--- src/rtl/decode_queue_stage_if.sv ---
// Fetch-to-EX handshake bundle for the decode queue stage: instruction input
// side, registered decode bundle output side and queue occupancy.
interface decode_queue_stage_if #(
    parameter int W     = 32,
    parameter int CNT_W = 3
);
    logic             in_valid;
    logic             in_ready;
    logic [W-1:0]     in_inst;
    logic [W-1:0]     in_pc;

    logic             out_valid;
    logic             out_ready;
    logic [W-1:0]     out_pc;
    logic [1:0]       out_inst_type;
    logic [5:0]       out_op_code;
    logic [5:0]       out_funct;
    logic [4:0]       out_rs;
    logic [4:0]       out_rt;
    logic [4:0]       out_rd;
    logic [4:0]       out_shamt;
    logic [W-1:0]     out_imm;
    logic [25:0]      out_j_addr;
    logic             out_illegal;
    logic [CNT_W-1:0] occupancy;

    // Drives fetch instructions and the EX ready.
    modport master (
        output in_valid, in_inst, in_pc, out_ready,
        input  in_ready, out_valid, out_pc, out_inst_type, out_op_code, out_funct,
               out_rs, out_rt, out_rd, out_shamt, out_imm, out_j_addr, out_illegal,
               occupancy
    );

    // The decode queue stage itself.
    modport slave (
        input  in_valid, in_inst, in_pc, out_ready,
        output in_ready, out_valid, out_pc, out_inst_type, out_op_code, out_funct,
               out_rs, out_rt, out_rd, out_shamt, out_imm, out_j_addr, out_illegal,
               occupancy
    );
endinterface

--- src/rtl/decode_queue_stage.sv ---
// MIPS32 decode stage: a DEPTH-entry instruction FIFO feeding a registered
// decode bundle, with bypass on an empty queue, back-pressure and flush.
module decode_queue_stage #(
    parameter int W     = 32,
    parameter int DEPTH = 4,
    parameter int CNT_W = $clog2(DEPTH) + 1
) (
    input  logic                 clk,
    input  logic                 rst,
    input  logic                 flush,
    decode_queue_stage_if.slave  bus
);
    localparam int PTR_W = $clog2(DEPTH);

    localparam logic [5:0] OP_RTYPE  = 6'b000000;
    localparam logic [5:0] OP_REGIMM = 6'b000001;
    localparam logic [5:0] OP_J      = 6'b000010;
    localparam logic [5:0] OP_JAL    = 6'b000011;
    localparam logic [5:0] OP_BEQ    = 6'b000100;
    localparam logic [5:0] OP_BNE    = 6'b000101;
    localparam logic [5:0] OP_BLEZ   = 6'b000110;
    localparam logic [5:0] OP_BGTZ   = 6'b000111;
    localparam logic [5:0] OP_ADDI   = 6'b001000;
    localparam logic [5:0] OP_ADDIU  = 6'b001001;
    localparam logic [5:0] OP_SLTI   = 6'b001010;
    localparam logic [5:0] OP_SLTIU  = 6'b001011;
    localparam logic [5:0] OP_ANDI   = 6'b001100;
    localparam logic [5:0] OP_ORI    = 6'b001101;
    localparam logic [5:0] OP_XORI   = 6'b001110;
    localparam logic [5:0] OP_LUI    = 6'b001111;
    localparam logic [5:0] OP_LW     = 6'b100011;
    localparam logic [5:0] OP_SW     = 6'b101011;

    typedef enum logic [1:0] {
        TYPE_R = 2'b00,
        TYPE_I = 2'b01,
        TYPE_J = 2'b10
    } inst_type_e;

    typedef struct packed {
        logic [W-1:0] pc;
        logic [W-1:0] inst;
    } entry_t;

    typedef struct packed {
        logic [W-1:0] pc;
        inst_type_e   inst_type;
        logic [5:0]   op_code;
        logic [5:0]   funct;
        logic [4:0]   rs;
        logic [4:0]   rt;
        logic [4:0]   rd;
        logic [4:0]   shamt;
        logic [W-1:0] imm;
        logic [25:0]  j_addr;
        logic         illegal;
    } bundle_t;

    entry_t           mem [DEPTH];
    logic [PTR_W-1:0] wr_ptr;
    logic [PTR_W-1:0] rd_ptr;
    logic [CNT_W-1:0] count;
    logic             fifo_empty;
    logic             accept;
    logic             load;
    logic             pop;
    logic             bypass;
    logic             push;
    entry_t           src;
    bundle_t          dec;
    bundle_t          out_q;
    logic             out_valid_q;

    assign fifo_empty    = (count == '0);
    assign bus.in_ready  = (count < CNT_W'(DEPTH));
    assign bus.occupancy = count;

    // The FIFO head always outranks a new input, which keeps program order;
    // a new input only bypasses the FIFO when it is empty and the output loads.
    assign accept = bus.in_valid && bus.in_ready && !flush;
    assign load   = !out_valid_q || bus.out_ready;
    assign pop    = load && !fifo_empty && !flush;
    assign bypass = load && fifo_empty && accept;
    assign push   = accept && !bypass;
    assign src    = pop ? mem[rd_ptr] : entry_t'{pc: bus.in_pc, inst: bus.in_inst};

    // NOTE: the storage array has no reset; entries are only read once the
    // occupancy count says they were written.
    always_ff @(posedge clk) begin
        if (push) begin
            mem[wr_ptr] <= entry_t'{pc: bus.in_pc, inst: bus.in_inst};
        end
    end

    // NOTE: state uses non-blocking assignments so every register samples
    // pre-edge values regardless of statement order.
    always_ff @(posedge clk or negedge rst) begin
        if (!rst) begin
            wr_ptr <= '0;
            rd_ptr <= '0;
            count  <= '0;
        end else if (flush) begin
            wr_ptr <= '0;
            rd_ptr <= '0;
            count  <= '0;
        end else begin
            if (push) wr_ptr <= wr_ptr + 1'b1;
            if (pop)  rd_ptr <= rd_ptr + 1'b1;
            case ({push, pop})
                2'b10:   count <= count + 1'b1;
                2'b01:   count <= count - 1'b1;
                default: count <= count;
            endcase
        end
    end

    // NOTE: every field gets a default before the case so no latch is inferred.
    always_comb begin
        logic [5:0] op;
        logic       is_r;
        logic       is_j;
        op          = src.inst[31:26];
        is_r        = (op == OP_RTYPE);
        is_j        = (op == OP_J) || (op == OP_JAL);
        dec         = '0;
        dec.pc      = src.pc;
        dec.op_code = op;
        dec.illegal = 1'b0;
        dec.inst_type = is_r ? TYPE_R : (is_j ? TYPE_J : TYPE_I);
        dec.funct   = is_r ? src.inst[5:0]   : 6'd0;
        dec.rd      = is_r ? src.inst[15:11] : 5'd0;
        dec.shamt   = is_r ? src.inst[10:6]  : 5'd0;
        dec.rs      = is_j ? 5'd0 : src.inst[25:21];
        dec.rt      = is_j ? 5'd0 : src.inst[20:16];
        dec.j_addr  = is_j ? src.inst[25:0] : 26'd0;
        case (op)
            OP_ADDI, OP_ADDIU, OP_SLTI, OP_SLTIU, OP_LW, OP_SW,
            OP_BEQ, OP_BNE, OP_BLEZ, OP_BGTZ, OP_REGIMM:
                dec.imm = {{(W-16){src.inst[15]}}, src.inst[15:0]};
            OP_ANDI, OP_ORI, OP_XORI:
                dec.imm = {{(W-16){1'b0}}, src.inst[15:0]};
            OP_LUI:
                dec.imm = W'({src.inst[15:0], 16'h0000});
            OP_RTYPE, OP_J, OP_JAL:
                dec.imm = '0;
            default: begin
                dec.imm     = '0;
                dec.illegal = 1'b1;
            end
        endcase
    end

    always_ff @(posedge clk or negedge rst) begin
        if (!rst) begin
            out_valid_q <= 1'b0;
            out_q       <= '0;
        end else if (flush) begin
            out_valid_q <= 1'b0;
        end else if (load) begin
            out_valid_q <= pop || bypass;
            if (pop || bypass) out_q <= dec;
        end
    end

    assign bus.out_valid     = out_valid_q;
    assign bus.out_pc        = out_q.pc;
    assign bus.out_inst_type = out_q.inst_type;
    assign bus.out_op_code   = out_q.op_code;
    assign bus.out_funct     = out_q.funct;
    assign bus.out_rs        = out_q.rs;
    assign bus.out_rt        = out_q.rt;
    assign bus.out_rd        = out_q.rd;
    assign bus.out_shamt     = out_q.shamt;
    assign bus.out_imm       = out_q.imm;
    assign bus.out_j_addr    = out_q.j_addr;
    assign bus.out_illegal   = out_q.illegal;
endmodule

--- src/flat_wrapper.sv ---
// flat-port wrapper written by rule: the top's interface ports become plain ports
module decode_queue_stage_flat 
#(
    parameter int W     = 32,
    parameter int DEPTH = 4,
    parameter int CNT_W = $clog2(DEPTH) + 1
)
  (clk, rst, flush, bus_in_valid, bus_in_inst, bus_in_pc, bus_out_ready, bus_in_ready, bus_out_valid, bus_out_pc, bus_out_inst_type, bus_out_op_code, bus_out_funct, bus_out_rs, bus_out_rt, bus_out_rd, bus_out_shamt, bus_out_imm, bus_out_j_addr, bus_out_illegal, bus_occupancy);
  decode_queue_stage_if #(.W(W), .CNT_W(CNT_W)) bus_i ();
  input  logic clk;
  input  logic rst;
  input  logic flush;
  input wire logic [$bits(bus_i.in_valid)-1:0] bus_in_valid;
  input wire logic [$bits(bus_i.in_inst)-1:0] bus_in_inst;
  input wire logic [$bits(bus_i.in_pc)-1:0] bus_in_pc;
  input wire logic [$bits(bus_i.out_ready)-1:0] bus_out_ready;
  output wire logic [$bits(bus_i.in_ready)-1:0] bus_in_ready;
  output wire logic [$bits(bus_i.out_valid)-1:0] bus_out_valid;
  output wire logic [$bits(bus_i.out_pc)-1:0] bus_out_pc;
  output wire logic [$bits(bus_i.out_inst_type)-1:0] bus_out_inst_type;
  output wire logic [$bits(bus_i.out_op_code)-1:0] bus_out_op_code;
  output wire logic [$bits(bus_i.out_funct)-1:0] bus_out_funct;
  output wire logic [$bits(bus_i.out_rs)-1:0] bus_out_rs;
  output wire logic [$bits(bus_i.out_rt)-1:0] bus_out_rt;
  output wire logic [$bits(bus_i.out_rd)-1:0] bus_out_rd;
  output wire logic [$bits(bus_i.out_shamt)-1:0] bus_out_shamt;
  output wire logic [$bits(bus_i.out_imm)-1:0] bus_out_imm;
  output wire logic [$bits(bus_i.out_j_addr)-1:0] bus_out_j_addr;
  output wire logic [$bits(bus_i.out_illegal)-1:0] bus_out_illegal;
  output wire logic [$bits(bus_i.occupancy)-1:0] bus_occupancy;
  assign bus_i.in_valid = bus_in_valid;
  assign bus_i.in_inst = bus_in_inst;
  assign bus_i.in_pc = bus_in_pc;
  assign bus_i.out_ready = bus_out_ready;
  assign bus_in_ready = bus_i.in_ready;
  assign bus_out_valid = bus_i.out_valid;
  assign bus_out_pc = bus_i.out_pc;
  assign bus_out_inst_type = bus_i.out_inst_type;
  assign bus_out_op_code = bus_i.out_op_code;
  assign bus_out_funct = bus_i.out_funct;
  assign bus_out_rs = bus_i.out_rs;
  assign bus_out_rt = bus_i.out_rt;
  assign bus_out_rd = bus_i.out_rd;
  assign bus_out_shamt = bus_i.out_shamt;
  assign bus_out_imm = bus_i.out_imm;
  assign bus_out_j_addr = bus_i.out_j_addr;
  assign bus_out_illegal = bus_i.out_illegal;
  assign bus_occupancy = bus_i.occupancy;
  decode_queue_stage #(.W(W), .DEPTH(DEPTH), .CNT_W(CNT_W)) u_core (.clk(clk), .rst(rst), .flush(flush), .bus(bus_i));
endmodule
--- config.mk ---
export PLATFORM = sky130hd
export DESIGN_NAME = decode_queue_stage_flat
export DESIGN_NICKNAME = d
export VERILOG_FILES = /design/src/rtl/decode_queue_stage_if.sv /design/src/rtl/decode_queue_stage.sv /design/src/flat_wrapper.sv
export SDC_FILE = /design/constraint.sdc
export NUM_CORES = 1
export LEC_CHECK = 0
export CAP_MARGIN = 20
export CORE_UTILIZATION = 35
export CTS_CLUSTER_DIAMETER = 60
export DETAILED_ROUTE_END_ITERATION = 10
export PLACE_DENSITY = 0.61
export SLEW_MARGIN = 5
export SYNTH_ARGS = -nofsm -noshare
export SYNTH_HDL_FRONTEND = slang
export SYNTH_SLANG_ARGS = --single-unit
--- constraint.sdc ---
create_clock -name clk -period 3.2 [get_ports clk]
set_input_delay 0.32 -clock clk [delete_from_list [all_inputs] [get_ports clk]]
set_output_delay 0.32 -clock clk [all_outputs]
set_load 0.05 [all_outputs]
==> flow_metrics.py, run 1 <==
metrics = {
    "status": {
        "status": "complete, no violations",
    },
    "layout": {
        "mostFrequentLayoutCells": "edfxtp_1, clkdlybuf4s50_1, nand2_1, dfrtp_1, nor2_1",
        "fin_area_mm2": 0.0200,
        "drive_above_1_share": 0.171,
        "mostFrequentLayoutCell": "edfxtp_1",
        "fillers": 3805,
        "final_nets": 1306,
        "areaGrowthSynthToFinish_pct": 28.7,
    },
    "timing": {
        "rsz0062_at_grt": "false",
        "slew_viol_final": 0,
        "min_period_ns": 2.79,
        "setup-violations-final": 0,
        "setup_tns_ns": 0,
        "worst_pin_slew_ns": 0.733,
        "whs_ns": 0.381,
        "fmax_mhz": 358,
        "skew_ns": 0.0173,
        "fin_crit_sh": 0.872,
        "slew_headroom": 0.508,
        "hold_viol": 0,
    },
    "logic_synthesis": {
        "yosysUniqueCellTypes": 60,
        "postSynthAreaPerCell_um2": 15.4,
        "synth-warning-count": 0,
        "syn_inst": 1006,
        "synth_area_mm2": 0.0155,
        "ys_seq_area_frac": 0.709,
        "synth_seq_cells": 389,
        "syn_nets": 1080,
        "synth_edf_count": 256,
        "synthArstFlopShare": 0.342,
        "ys.flop_type": "edfxtp_1",
    },
    "clock_network": {
        "post_cts.repair.setup_buffers": 0,
        "cts_buffer_depth": 3,
        "tritoncts": "done",
        "cts_root_buffer": "clkbuf_16",
        "cts.sinks": 389,
        "cts_buffers": 43,
        "htree_levels": 2,
        "clock_latency_ns": 0.56,
        "post_cts_resized": 0,
        "path_clk_slew_ns": 0.06,
    },
    "global_routing": {
        "grt_max_degree": 67,
        "grt_util_all_layers": 0.175,
        "grt.overflow.total": 0,
        "antenna_found_initial": 5,
        "grt_pass1_wl_um": 59400,
        "grt_pass1_vias": 9548,
    },
    "setup_path": {
        "critPathArrivalTime_ns": 3.18,
        "startpoint_type": "flop",
        "worstPathMaxFanout": 15,
        "worstPathRequired_ns": 3.59,
        "critPathCaptureType": "flop",
        "crit_type": "flop to flop",
    },
    "drt": {
        "route.detailed.drc": 0,
        "viasPerCell": 5.15,
        "final_antenna_net_count": 0,
        "vias": 9559,
        "drt-total-wl_um": 39200,
        "wire_per_inst_um": 21.1,
        "drtIter0Drc": 806,
        "drtPass1Iterations": 5,
    },
    "placed_design": {
        "portBuffers": 198,
        "gp_congestion": 0.822,
        "place_area_mm2": 0.0185,
        "hpwl_um": 25800,
    },
    "floorplan": {
        "pin_count": 199,
        "die_w_um": 213,
        "start_util": 0.358,
        "die_y_um": 213,
        "row_count": 76,
        "core_mm2": 0.0435,
        "die_area_mm2": 0.0452,
    },
    "power": {
        "irDropWorstVdd_mv": 0.459,
        "leakage_nw": 7.04,
        "p_per_area_mw_per_mm2": 631,
    },
    "run": {
        "cap_violations": 0,
    },
    "worst_hold_path": {
        "hp-class": "primary input to async pin",
    },
}
[power breakdown]
part	internal (W)	switching [W]	leakage, nW	total [W]
combinational	0.000660	0.00121	2.31	0.00187
sequential	0.00558	0.000141	4.02	0.00572
clock	0.00303	0.00201	0.718	0.00504
[Yosys cell counts, drive strengths merged, types with 3 or more instances]
| master | n | area [um^2] |
|---|---|---|
| a21oi | 19 | 98.9 |
| a22o | 20 | 175 |
| a31oi | 36 | 225 |
| and3 | 4 | 25.0 |
| and4 | 4 | 35.0 |
| buf | 22 | 133 |
| clkbuf | 45 | 170 |
| dfrtp | 133 | 3330 |
| edfxtp | 256 | 7690 |
| ha | 4 | 50.1 |
| inv | 7 | 26.3 |
| mux2i | 19 | 190 |
| mux4 | 64 | 1450 |
| nand2 | 164 | 616 |
| nand4 | 4 | 25.0 |
| nor2 | 68 | 260 |
| nor3 | 5 | 35.0 |
| o211ai | 16 | 120 |
| o21ai | 41 | 209 |
| o31ai | 33 | 308 |
| or3 | 3 | 18.8 |
| xnor2 | 3 | 26.3 |
[per-layer routing]
layer / global-route usage / wire length (um) / vias up / part of all wire
met5: 0 / 26 / - / 0.00066
met3: 0.0385 / 2700 / 52 / 0.069
met4: 0.0424 / 626 / 4 / 0.016
met1: 0.248 / 17500 / 4853 / 0.45
met2: 0.275 / 18300 / 342 / 0.47
li1: - / - / 4308 / -
[kinds of logic (layout without fill, tap and decap cells)]
family | count (synthesis) | after routing | share of synthesized area
buffers and inverters | 74 | 335 | 0.0212
flip-flops | 389 | 389 | 0.709
XOR/XNOR | 4 | 4 | 0.00225
other | 0 | 4 | 0
adder cells (fa/ha/maj) | 5 | 5 | 0.00451
AO/OA/AOI/OAI | 185 | 185 | 0.0850
AND/OR/NAND/NOR | 265 | 265 | 0.0723
multiplexers | 84 | 84 | 0.106
[path summary, 6_finish.rpt]
kind	slack (ns)	cells past startpoint	to	startpoint
setup reg to reg	0.41	6	u_core.bus.out_imm[19]	u_core.rd_ptr[0]
hold reg to reg	0.47	2	u_core.bus.out_imm[7]	u_core.bus.out_imm[7]
min in group clk	0.44	1	u_core.mem[0][54]	bus_in_pc[22]
hold / removal	0.38	2	u_core.bus.out_j_addr[4]	rst
setup / recovery	0.41	6	u_core.bus.out_imm[19]	u_core.rd_ptr[0]
max in group asynchronous	1.99	3	u_core.bus.out_op_code[2]	rst
[critical path: stages (launching register included)]
cell and delay (ns):
dfrtp_4 0.54, mux4_2 0.55, and4_1 0.26, o221a_2 0.27, o221a_2 0.27, o21ai_2 0.58
o211ai_1 0.16
[through the flow]
| stage | utilization | std cells | setup WS (ns) | total power, W |
|---|---|---|---|---|
| after floorplan | - | 1006 | 0.0374 | 0.00692 |
| after detailed placement | 0.426 | 1771 | 0.364 | 0.00771 |
| final | 0.460 | 1856 | 0.411 | 0.0126 |
| after global routing | 0.460 | 1852 | 0.165 | 0.0131 |
| after global placement | 0.426 | 1771 | 0.397 | 0.00770 |
| after CTS | 0.460 | 1852 | 0.380 | 0.0128 |
[registers in the layout, indices dropped and copies added (netlist names)]
signal	flops
u_core.mem	256
u_core.bus.out_imm	32
u_core.bus.out_pc	32
u_core.bus.out_j_addr	26
u_core.bus.out_funct	6
u_core.bus.out_op_code	6
u_core.bus.out_rd	5
u_core.bus.out_rs	5
u_core.bus.out_rt	5
u_core.bus.out_shamt	5
u_core.bus.occupancy	3
u_core.bus.out_inst_type	2
u_core.rd_ptr	2
u_core.wr_ptr	2
u_core.bus.out_illegal	1
u_core.bus.out_valid	1
[cell type report]
| class | count | area (um^2) | area share |
|---|---|---|---|
| inverter | 7 | 26.3 | 0.00131 |
| clock buffer | 57 | 1220 | 0.0610 |
| timing repair buffer | 248 | 2510 | 0.126 |
| tap | 585 | 732 | 0.0366 |
| antenna | 4 | 10.0 | 0.000500 |
| multi-input combinational | 543 | 4230 | 0.212 |
| clock inverter | 23 | 253 | 0.0126 |
| sequential | 389 | 11000 | 0.551 |
[repair_timing]
action / CTS / global route
hold buffers: 1 / 0
endpoints found under the setup margin: 0 / 0
endpoints found under the hold margin: 64 / 0
Power figures use the tool's default switching activity.
==> inputs of run 2 (changes only) <==
ABC_CLOCK_PERIOD_IN_PS = 3200   (was default)
==> results of run 2 <==
No change in the layout: final DEF, timing and power equal those of run 1.
==> inputs of run 3 (changes only) <==
ABC_CLOCK_PERIOD_IN_PS = default   (was 3200)
CORE_MARGIN = 1.5   (was default)
SLEW_MARGIN = 20   (was 5)
==> run 3 against run 2 <==
  * Sequential power about the same
  * Via count decreased by 1.2%
  * Flip-flop and latch count unchanged
  * Non-clock buffer count is 13 lower
  * Critical path type unchanged
  * Worst hold slack worse by 0.060 ns
  * Sequential share of layout area increased by 0.69 points
  * Clock power shrank 5.4%
  * Combinational power barely moved
==> flow_metrics.py, run 3 (synthesis results as in run 1) <==
metrics = {
    "status": {
        "status": "complete, no violations",
    },
    "layout": {
        "multi_input_area_mm2": 0.00423,
        "ff_latch_area_mm2": 0.0110,
        "fillers": 3936,
        "mostFrequentLayoutCells": "edfxtp_1, clkdlybuf4s50_1, nand2_1, dfrtp_1, nor2_1",
        "areaGrowthSynthToFinish_pct": 27.1,
        "top_register": "u_core.mem",
        "mostFrequentLayoutCell": "edfxtp_1",
        "drive_above_1_share": 0.157,
        "final_nets": 1294,
        "fin_cells": 1847,
        "largest_reg_flops": 256,
    },
    "drt": {
        "final_antenna_net_count": 0,
        "wire_per_inst_um": 20.8,
        "viasPerCell": 5.11,
        "drtIter0Drc": 672,
        "drt-total-wl_um": 38500,
        "vias": 9440,
        "route.detailed.drc": 0,
        "drtPass1Iterations": 5,
    },
    "setup_path": {
        "crit_start": "u_core.rd_ptr[0]",
        "crit_type": "flop to flop",
        "rr_startpoint": "u_core.rd_ptr[0]",
        "critPathTopFamily": "compound AO/OA/AOI/OAI gates",
        "crit_path_top_delay_cell": "o21ai_2",
        "worstPathMaxFanout": 15,
        "critPathCaptureType": "flop",
        "startpoint_type": "flop",
        "worstPathRequired_ns": 3.61,
        "cp_common_cell": "o221a_2",
        "r2r_slack_ns": 0.44,
        "cpPeakStageDelay_ns": 0.56,
        "critPathArrivalTime_ns": 3.17,
        "path_buf_inv": 0,
        "crit_chain": "mux4_2 > and4_1 > o221a_2 > o221a_2 > o21ai_2 > o211ai_1",
    },
    "placed_design": {
        "place_inst": 1765,
        "dp_slack_ns": 0.275,
        "portBuffers": 198,
        "hpwl_um": 24100,
        "gp_congestion": 0.839,
    },
    "clock_network": {
        "tritoncts": "done",
        "htree_levels": 2,
        "cts_buffers": 44,
        "cts.sinks": 389,
        "cts_buffer_depth": 3,
        "path_clk_slew_ns": 0.06,
        "clock_latency_ns": 0.56,
        "post_cts_resized": 0,
        "cts_root_buffer": "clkbuf_16",
    },
    "power": {
        "leakage_nw": 6.93,
        "p_per_area_mw_per_mm2": 624,
        "irDropWorstVdd_mv": 0.407,
    },
    "global_routing": {
        "grt_max_degree": 75,
        "use_met3": 0.0335,
        "grt_util_all_layers": 0.172,
        "antenna_found_initial": 3,
        "grt.overflow.total": 0,
        "grt_pass1_vias": 9704,
        "grt.met1_usage": 0.228,
        "grt.busiest_layer": "met2",
        "grt_pass1_wl_um": 58500,
        "use_met2": 0.289,
    },
    "timing": {
        "slew_headroom": 0.471,
        "worst_pin_slew_ns": 0.773,
        "hold_viol": 0,
        "skew_ns": 0.0220,
        "setup_tns_ns": 0,
        "rsz0062_at_grt": "false",
        "fin_ws_ns": 0.442,
        "whs_ns": 0.321,
        "setup-violations-final": 0,
        "fin_crit_sh": 0.862,
        "min_period_ns": 2.76,
        "fmax_mhz": 363,
        "slew_viol_final": 0,
    },
    "floorplan": {
        "core_mm2": 0.0440,
        "start_util": 0.353,
        "die_area_mm2": 0.0457,
        "pin_count": 199,
        "die_w_um": 214,
        "row_count": 77,
        "die_y_um": 214,
    },
    "worst_hold_path": {
        "hp-class": "primary input to async pin",
    },
    "run": {
        "cap_violations": 0,
    },
}
[run 3: cell types whose count changed in the layout (fill, tap and decap cells not counted), sizes merged]
cell,previous run,this run
buf,50,37
clkbuf,57,62
bufinv,4,1
clkinvlp,3,0
diode,4,1
clkinv,13,14
[run 3: worst paths after layout]
check                                             to  depth (start not counted)
setup reg to reg              u_core.bus.out_imm[24]                          6
setup / recovery              u_core.bus.out_imm[24]                          6
hold / removal             u_core.bus.out_j_addr[10]                          2
hold reg to reg             u_core.bus.out_j_addr[4]                          2
max in group asynchronous    u_core.bus.out_funct[1]                          3
min in group clk                   u_core.mem[3][59]                          1
[run 3: through the flow]
| stage | total power (W) | area (um^2) | utilization |
|---|---|---|---|
| 2_1_floorplan | 0.00692 | 15500 | - |
| 3_3_place_gp | 0.00767 | 18400 | 0.417 |
| 3_5_place_dp | 0.00768 | 18400 | 0.417 |
| 4_1_cts | 0.0125 | 19800 | 0.449 |
| 5_1_grt | 0.0128 | 19800 | 0.449 |
| 6_report | 0.0123 | 19800 | 0.449 |
[run 3: what timing repair did]
item	CTS	global route
setup buffers	0	0
hold buffers	1	0
hold endpoints to repair	62	0
[run 3: final cells by class]
cell class                 count  share of cell area
sequential                   389               0.558
multi-input combinational    543               0.214
timing repair buffer         235               0.120
clock buffer                  62              0.0617
tap                          592              0.0375
clock inverter                18             0.00772
inverter                       7             0.00133
antenna                        1            0.000127
[run 3: report_power, final]
part | leakage (nW) | internal [W] | switching (W)
Combinational | 2.24 | 0.000645 | 0.00119
Sequential | 4.02 | 0.00558 | 0.000142
Clock | 0.675 | 0.00276 | 0.00201
Total | 6.93 | 0.00899 | 0.00335
[run 3: layer usage]
layer,share of wire,vias up,routed length (um)
met5,0.00068,-,26
met4,0.018,4,684
met3,0.063,53,2430
met2,0.49,289,18700
met1,0.43,4824,16600
li1,-,4270,-
